[src/rtl/fetch_pkg.sv]
// Shared definitions for the instruction-fetch stage.
//   fetch_state_e : fetch FSM states
//   PC_INC        : sequential PC step in bytes
//   RESET_PC_DFLT : default first fetch address after reset
package fetch_pkg;

  localparam int unsigned PC_INC        = 4;
  localparam logic [31:0] RESET_PC_DFLT = 32'h0000_0000;

  typedef enum logic [1:0] {
    FETCH = 2'd0,  // request visible on the memory port (or about to be issued)
    WAIT  = 2'd1,  // request outstanding, response will be used
    HOLD  = 2'd2,  // instruction presented to decode
    DRAIN = 2'd3   // request outstanding, response will be discarded
  } fetch_state_e;

endpackage

[src/rtl/fetch_pc_reg.sv]
// Fetch program counter register.
//   clk, rst_n : clock, async active-low reset (pc <- RESET_PC)
//   load_i     : take load_pc_i with bits [1:0] cleared (wins over inc_i)
//   load_pc_i  : load target
//   inc_i      : advance pc by PC_INC, wrapping modulo 2^ADDR_W
//   pc_o       : current pc
//   pc_next_c  : combinational value pc takes at the next edge
module fetch_pc_reg
  import fetch_pkg::*;
#(
  parameter int unsigned       ADDR_W   = 32,
  parameter logic [ADDR_W-1:0] RESET_PC = '0
) (
  input  logic              clk,
  input  logic              rst_n,
  input  logic              load_i,
  input  logic [ADDR_W-1:0] load_pc_i,
  input  logic              inc_i,
  output logic [ADDR_W-1:0] pc_o,
  output logic [ADDR_W-1:0] pc_next_c
);

  logic [ADDR_W-1:0] pc_q;
  logic [ADDR_W-1:0] pc_d;

  // Next pc: load > increment > hold.
  always_comb begin
    pc_d = pc_q;
    if (load_i) begin
      pc_d = {load_pc_i[ADDR_W-1:2], 2'b00};
    end else if (inc_i) begin
      pc_d = pc_q + ADDR_W'(PC_INC);
    end
  end

  always_ff @(posedge clk or negedge rst_n) begin
    if (!rst_n) begin
      pc_q <= RESET_PC;
    end else begin
      pc_q <= pc_d;
    end
  end

  assign pc_o      = pc_q;
  assign pc_next_c = pc_d;

endmodule

[src/rtl/instr_fetch.sv]
// Instruction-fetch stage: one outstanding memory request at a time,
// fetched instruction handed to decode over valid/ready, redirects squash
// any in-flight fetch.
//   clk, rst_n                 : clock, async active-low reset
//   redirect_valid/redirect_pc : PC change from execute (bits [1:0] ignored)
//   imem_req/imem_addr         : one-cycle request strobe and address
//   imem_rvalid/imem_rdata     : memory response
//   if_valid/if_ready          : decode handshake
//   if_pc/if_instr             : instruction payload and its PC
module instr_fetch
  import fetch_pkg::*;
#(
  parameter int unsigned       ADDR_W   = 32,
  parameter int unsigned       INSTR_W  = 32,
  parameter logic [ADDR_W-1:0] RESET_PC = ADDR_W'(RESET_PC_DFLT)
) (
  input  logic               clk,
  input  logic               rst_n,
  input  logic               redirect_valid,
  input  logic [ADDR_W-1:0]  redirect_pc,
  output logic               imem_req,
  output logic [ADDR_W-1:0]  imem_addr,
  input  logic               imem_rvalid,
  input  logic [INSTR_W-1:0] imem_rdata,
  output logic               if_valid,
  input  logic               if_ready,
  output logic [ADDR_W-1:0]  if_pc,
  output logic [INSTR_W-1:0] if_instr
);

  fetch_state_e       state_q,    state_d;
  logic               imem_req_q, imem_req_d;
  logic [ADDR_W-1:0]  imem_addr_q, imem_addr_d;
  logic               if_valid_q, if_valid_d;
  logic [ADDR_W-1:0]  if_pc_q,    if_pc_d;
  logic [INSTR_W-1:0] if_instr_q, if_instr_d;

  logic [ADDR_W-1:0]  pc_cur;
  logic [ADDR_W-1:0]  pc_next_c;
  logic               pc_inc_c;
  logic               issue_c;

  // Accepted handshake advances pc; a same-cycle redirect voids it.
  assign pc_inc_c = (state_q == HOLD) && if_ready && !redirect_valid;

  fetch_pc_reg #(
    .ADDR_W   (ADDR_W),
    .RESET_PC (RESET_PC)
  ) u_pc (
    .clk       (clk),
    .rst_n     (rst_n),
    .load_i    (redirect_valid),
    .load_pc_i (redirect_pc),
    .inc_i     (pc_inc_c),
    .pc_o      (pc_cur),
    .pc_next_c (pc_next_c)
  );

  // Next state and registered outputs. The request register is loaded on the
  // edge that enters FETCH, so FETCH is the cycle in which imem_req is seen;
  // FETCH with imem_req_q low only occurs right after reset.
  always_comb begin
    state_d     = state_q;
    imem_req_d  = 1'b0;
    imem_addr_d = imem_addr_q;
    if_valid_d  = if_valid_q;
    if_pc_d     = if_pc_q;
    if_instr_d  = if_instr_q;
    issue_c     = 1'b0;

    case (state_q)
      FETCH: begin
        if (imem_req_q) begin
          // A redirect in the request cycle leaves that request owed.
          state_d = redirect_valid ? DRAIN : WAIT;
        end else begin
          issue_c = 1'b1;
        end
      end
      WAIT: begin
        if (imem_rvalid) begin
          if (redirect_valid) begin
            issue_c = 1'b1;
          end else begin
            if_valid_d = 1'b1;
            if_pc_d    = pc_cur;
            if_instr_d = imem_rdata;
            state_d    = HOLD;
          end
        end else if (redirect_valid) begin
          state_d = DRAIN;
        end
      end
      HOLD: begin
        if (redirect_valid || if_ready) begin
          if_valid_d = 1'b0;
          issue_c    = 1'b1;
        end
      end
      DRAIN: begin
        if (imem_rvalid) begin
          issue_c = 1'b1;
        end
      end
      default: begin
        state_d = FETCH;
      end
    endcase

    if (redirect_valid) begin
      if_valid_d = 1'b0;
    end

    // New request uses the pc value after this edge (redirect target or pc+4).
    if (issue_c) begin
      state_d     = FETCH;
      imem_req_d  = 1'b1;
      imem_addr_d = pc_next_c;
    end
  end

  always_ff @(posedge clk or negedge rst_n) begin
    if (!rst_n) begin
      state_q     <= FETCH;
      imem_req_q  <= 1'b0;
      imem_addr_q <= '0;
      if_valid_q  <= 1'b0;
      if_pc_q     <= '0;
      if_instr_q  <= '0;
    end else begin
      state_q     <= state_d;
      imem_req_q  <= imem_req_d;
      imem_addr_q <= imem_addr_d;
      if_valid_q  <= if_valid_d;
      if_pc_q     <= if_pc_d;
      if_instr_q  <= if_instr_d;
    end
  end

  assign imem_req  = imem_req_q;
  assign imem_addr = imem_addr_q;
  assign if_valid  = if_valid_q;
  assign if_pc     = if_pc_q;
  assign if_instr  = if_instr_q;

endmodule

[config.mk]
export PLATFORM = sky130hd
export DESIGN_NAME = instr_fetch
export DESIGN_NICKNAME = d
export VERILOG_FILES = /design/src/rtl/fetch_pkg.sv /design/src/rtl/fetch_pc_reg.sv /design/src/rtl/instr_fetch.sv
export SDC_FILE = /design/constraint.sdc
export NUM_CORES = 1
export LEC_CHECK = 0
export CORE_AREA = 2 2 156 158
export CTS_BUF_LIST = sky130_fd_sc_hd__clkbuf_16
export DETAILED_ROUTE_END_ITERATION = 7
export DIE_AREA = 0 0 158 160
export GPL_TIMING_DRIVEN = 1
export SYNTH_ARGS = -nofsm -noshare
export SYNTH_HDL_FRONTEND = slang
export SYNTH_SLANG_ARGS = --single-unit
[constraint.sdc]
create_clock -name clk -period 4.9 [get_ports clk]
set_clock_uncertainty 0.1 [all_clocks]
set_input_delay 0.98 -clock clk [delete_from_list [all_inputs] [get_ports clk]]
set_output_delay 0.98 -clock clk [all_outputs]
set_load 0.05 [all_outputs]
==> metrics.md <==
| Metric | Value |
|---|---|
| Outcome | `complete, no violations` |
| Reg area | `3300 sq um` |
| Worst R2R Setup Slack | `2.37 ns` |
| Compound-cell area share of the yosys netlist | `5.97%` |
| Die Ht | `160 um` |
| Synthesized area | `5810 sq um` |
| Rows | `57` |
| Ports | `167` |
| # diodes | `0` |
| Die Area | `25300 sq um` |
| Seq/Total Area, Yosys | `56.9%` |
| WL/cell | `16.4 um` |
| Final worst slack | `1.79 ns` |
| Adder-cell area share of the yosys netlist | `0.215%` |
| Slew Limit Headroom | `36.7%` |
| Area share of and/or/nand/nor cells after synthesis | `11.6%` |
| Synth Flop Type | `dfrtp_1` |
| DR pass1 iterations | `6` |
| IO Port Bufs | `164` |
| Vias/cell | `4.40` |
| Clk slew on worst S/H paths | `0.06 ns` |
| WP buf/inv | `4` |
| Most frequent CP cell | `inv_1` |
| Vias in the first global route | `4410` |
| CTS tree | `done` |
| Fin. max-slew vios | `0` |
| Die width | `158 um` |
| Mux cell area share after synthesis | `18.4%` |
| Area growth syn-to-layout | `44.5%` |
| Bufs on Longest Clock Path | `2` |
| Final Hold Fails | `0` |
| Initial antenna violation count | `0` |
| Final core occ | `35.2%` |
| Placed insts | `932` |
| Final #Nets | `697` |
| First-pass GRT wire length | `25100 um` |
| Final setup TNS | `0 ns` |
| CP Launch Point | `imem_rvalid` |
| Cell count after synthesis | `459` |
| Largest family of logic cells by synthesized area | `multiplexers` |
| Post-synth ARST share | `100%` |
| Mean area per synthesized cell | `12.7 sq um` |
| Worst-path maximum fanout | `22` |
| Resize count post-CTS | `0` |
| Max-cap violation count | `0` |
| Initial Util | `24.4%` |
| Flops & latches, synth | `132` |
| Leakage | `3.43 nW` |
| Max Clk Rate | `321 MHz` |
| Power per cell area | `741 nW/um^2` |
| Crit path largest cell delay | `0.59 ns` |
| Final setup violation count | `0` |
| Via Count | `4241` |
| CP arrival | `3.30 ns` |
| RR Startpoint | `state_q[1]` |
| Proportion of layout cells with a drive suffix above 1 | `22.3%` |
| Post-CTS setup buffer count | `0` |
| CTS Buf Count | `17` |
| CP Data Required Time | `5.09 ns` |
| Post-placement setup slack | `1.26 ns` |
| Least-Margin Pin Slew | `0.949 ns` |
| Min-Delay Startpoint | `imem_addr[3]` |
| Area occupied by multi-input gates | `2360 sq um` |
| Final instance count without filler cells | `964` |
| Setup crit end | `imem_addr[13]` |
| Min Tclk post-route | `3.11 ns` |
| RSZ-0062 raised after global routing | `no` |
| Critical-path top delay cell | `a21oi_1` |
| Crit path cell chain | `clkdlybuf4s50_1 -> inv_1 -> a21oi_1 -> o21ai_2 -> inv_1 -> buf_4 -> mux2_2` |
| Core ar. | `23800 sq um` |
| Clk sink count | `132` |
| Crit Path Class | `in2reg` |
| Fill cells | `2414` |
| H-Tree Depth | `4` |
| Peak VDD IR | `0.283 mV` |
| DR iter-0 viols | `173` |
| Synth cell types | `43` |
| Critical path depth | `7` |
| Post-route ant nets | `0` |
| Routability cong. | `0.696` |
| Cts hold-fix bufs | `0` |
| Post-synth EDFFs | `0` |
| Total global-route track usage | `13.1%` |
| Worst r2r dst | `imem_addr[13]` |
| Total wire length | `15800 um` |
| Largest net degree at the start of global routing | `99` |
| HPWL after DPL | `10900 um` |
| Xor/xnor share of the synthesized area | `4.37%` |
| CTS Root Cell | `clkbuf_16` |
| Yosys warnings | `0` |
| Worst setup EP type | `flip-flop` |
| Final period util | `63.5%` |
| Post-Syn Nets | `529` |
| Clk_lat worst skew | `0.41 ns` |
| Hold WS | `0.379 ns` |
| Worst Hold Class | `reg2reg` |
| Register-to-Register Path Depth | `6` |
| Delay-heaviest family, CP | `buffers and inverters` |
| Drt drc | `0` |
| GRT overflow | `0` |
| Worst setup SP type | `input port` |
registers in the layout (all words and copies together), names as in the netlist:
signal and flops:
if_instr 32, if_pc 32, imem_addr 32, u_pc.pc_o 32
state_q 2, if_valid 1, imem_req 1
synthesized netlist by cell type, types with 9 or more instances:
cell	number	area [sq um]
clkbuf_1	13	48.8
nand4_1	9	56.3
o21ai_0	12	60.1
inv_1	11	41.3
buf_2	10	50.1
a21oi_1	18	90.1
dfrtp_1	132	3300
xnor2_1	12	105
nand3_1	12	60.1
xor2_1	17	149
mux2_2	90	1010
o2bb2ai_1	14	123
nand2_1	28	105
nor2_1	20	75.1
worst min path at each step:
| stage | endpoint | slack, ns | cells after the start |
|---|---|---|---|
| 2_1_floorplan | if_pc[0] | 0.37 | 1 |
| 3_5_place_dp | imem_addr[2] | 0.37 | 2 |
| 4_1_cts | imem_addr[2] | 0.38 | 2 |
| 3_3_place_gp | imem_addr[2] | 0.36 | 2 |
| 6_report | imem_addr[3] | 0.38 | 2 |
| 5_1_grt | imem_addr[3] | 0.41 | 2 |
cells in the final DEF, fill, tap and decap left out, types with 14 or more instances in the layout:
cell | netlist | layout
xor2_1 | 17 | 17
nand2_1 | 28 | 28
mux2_2 | 90 | 90
dfrtp_1 | 132 | 132
inv_1 | 11 | 14
o2bb2ai_1 | 14 | 14
clkdlybuf4s50_1 | 0 | 162
clkbuf_16 | 0 | 17
a21oi_1 | 18 | 18
nor2_1 | 20 | 20
kinds of logic (layout without fill, tap and decap cells):
family                     count (synthesis)  count (layout)
DFF                                      132             132
and+or+nand+nor                          113             113
muxes                                     95              95
AOI/OAI and AO/OA                         54              54
buffers and inverters                     35             216
xor gates and xnor gates                  29              29
adders and majority gates                  1               1
per-stage QoR:
stage	total power, mW	area, sq um
6_report	6.22	8390
5_1_grt	6.56	8390
4_1_cts	6.33	8390
3_5_place_dp	5.02	7820
3_3_place_gp	4.99	7820
2_1_floorplan	3.85	5810
metal layers:
| layer | global-route usage, % | vias to the layer above | share of wire, % |
|---|---|---|---|
| li1 | - | 1974 | - |
| met3 | 4.45 | 6 | 6.7 |
| met1 | 17.0 | 2141 | 45 |
| met5 | 0 | - | 0 |
| met2 | 21.2 | 120 | 48 |
| met4 | 2.83 | 0 | 0.60 |
layout make-up:
| class | count | share of cell area [%] |
|---|---|---|
| timing repair buffer | 173 | 20.3 |
| inverter | 11 | 0.492 |
| clock inverter | 15 | 1.77 |
| clock buffer | 17 | 5.07 |
| multi-input combinational | 292 | 28.2 |
| sequential | 132 | 39.4 |
| tap | 324 | 4.83 |
worst register-to-register path, cell delays in order, from the launching register on:
cell and delay (ns):
dfrtp_1 0.49, nor3b_1 0.09, a21oi_1 0.57, o21ai_2 0.33, inv_1 0.16, buf_4 0.31, mux2_2 0.37
where the power goes:
group	total (mW)	internal [mW]	switching (mW)	leakage, nW
sequential	1.78	1.52	0.257	1.58
combinational	3.18	1.13	2.05	1.55
clock	1.26	0.786	0.476	0.291
total	6.22	3.44	2.78	3.43
(Power assumes the default switching activity.)
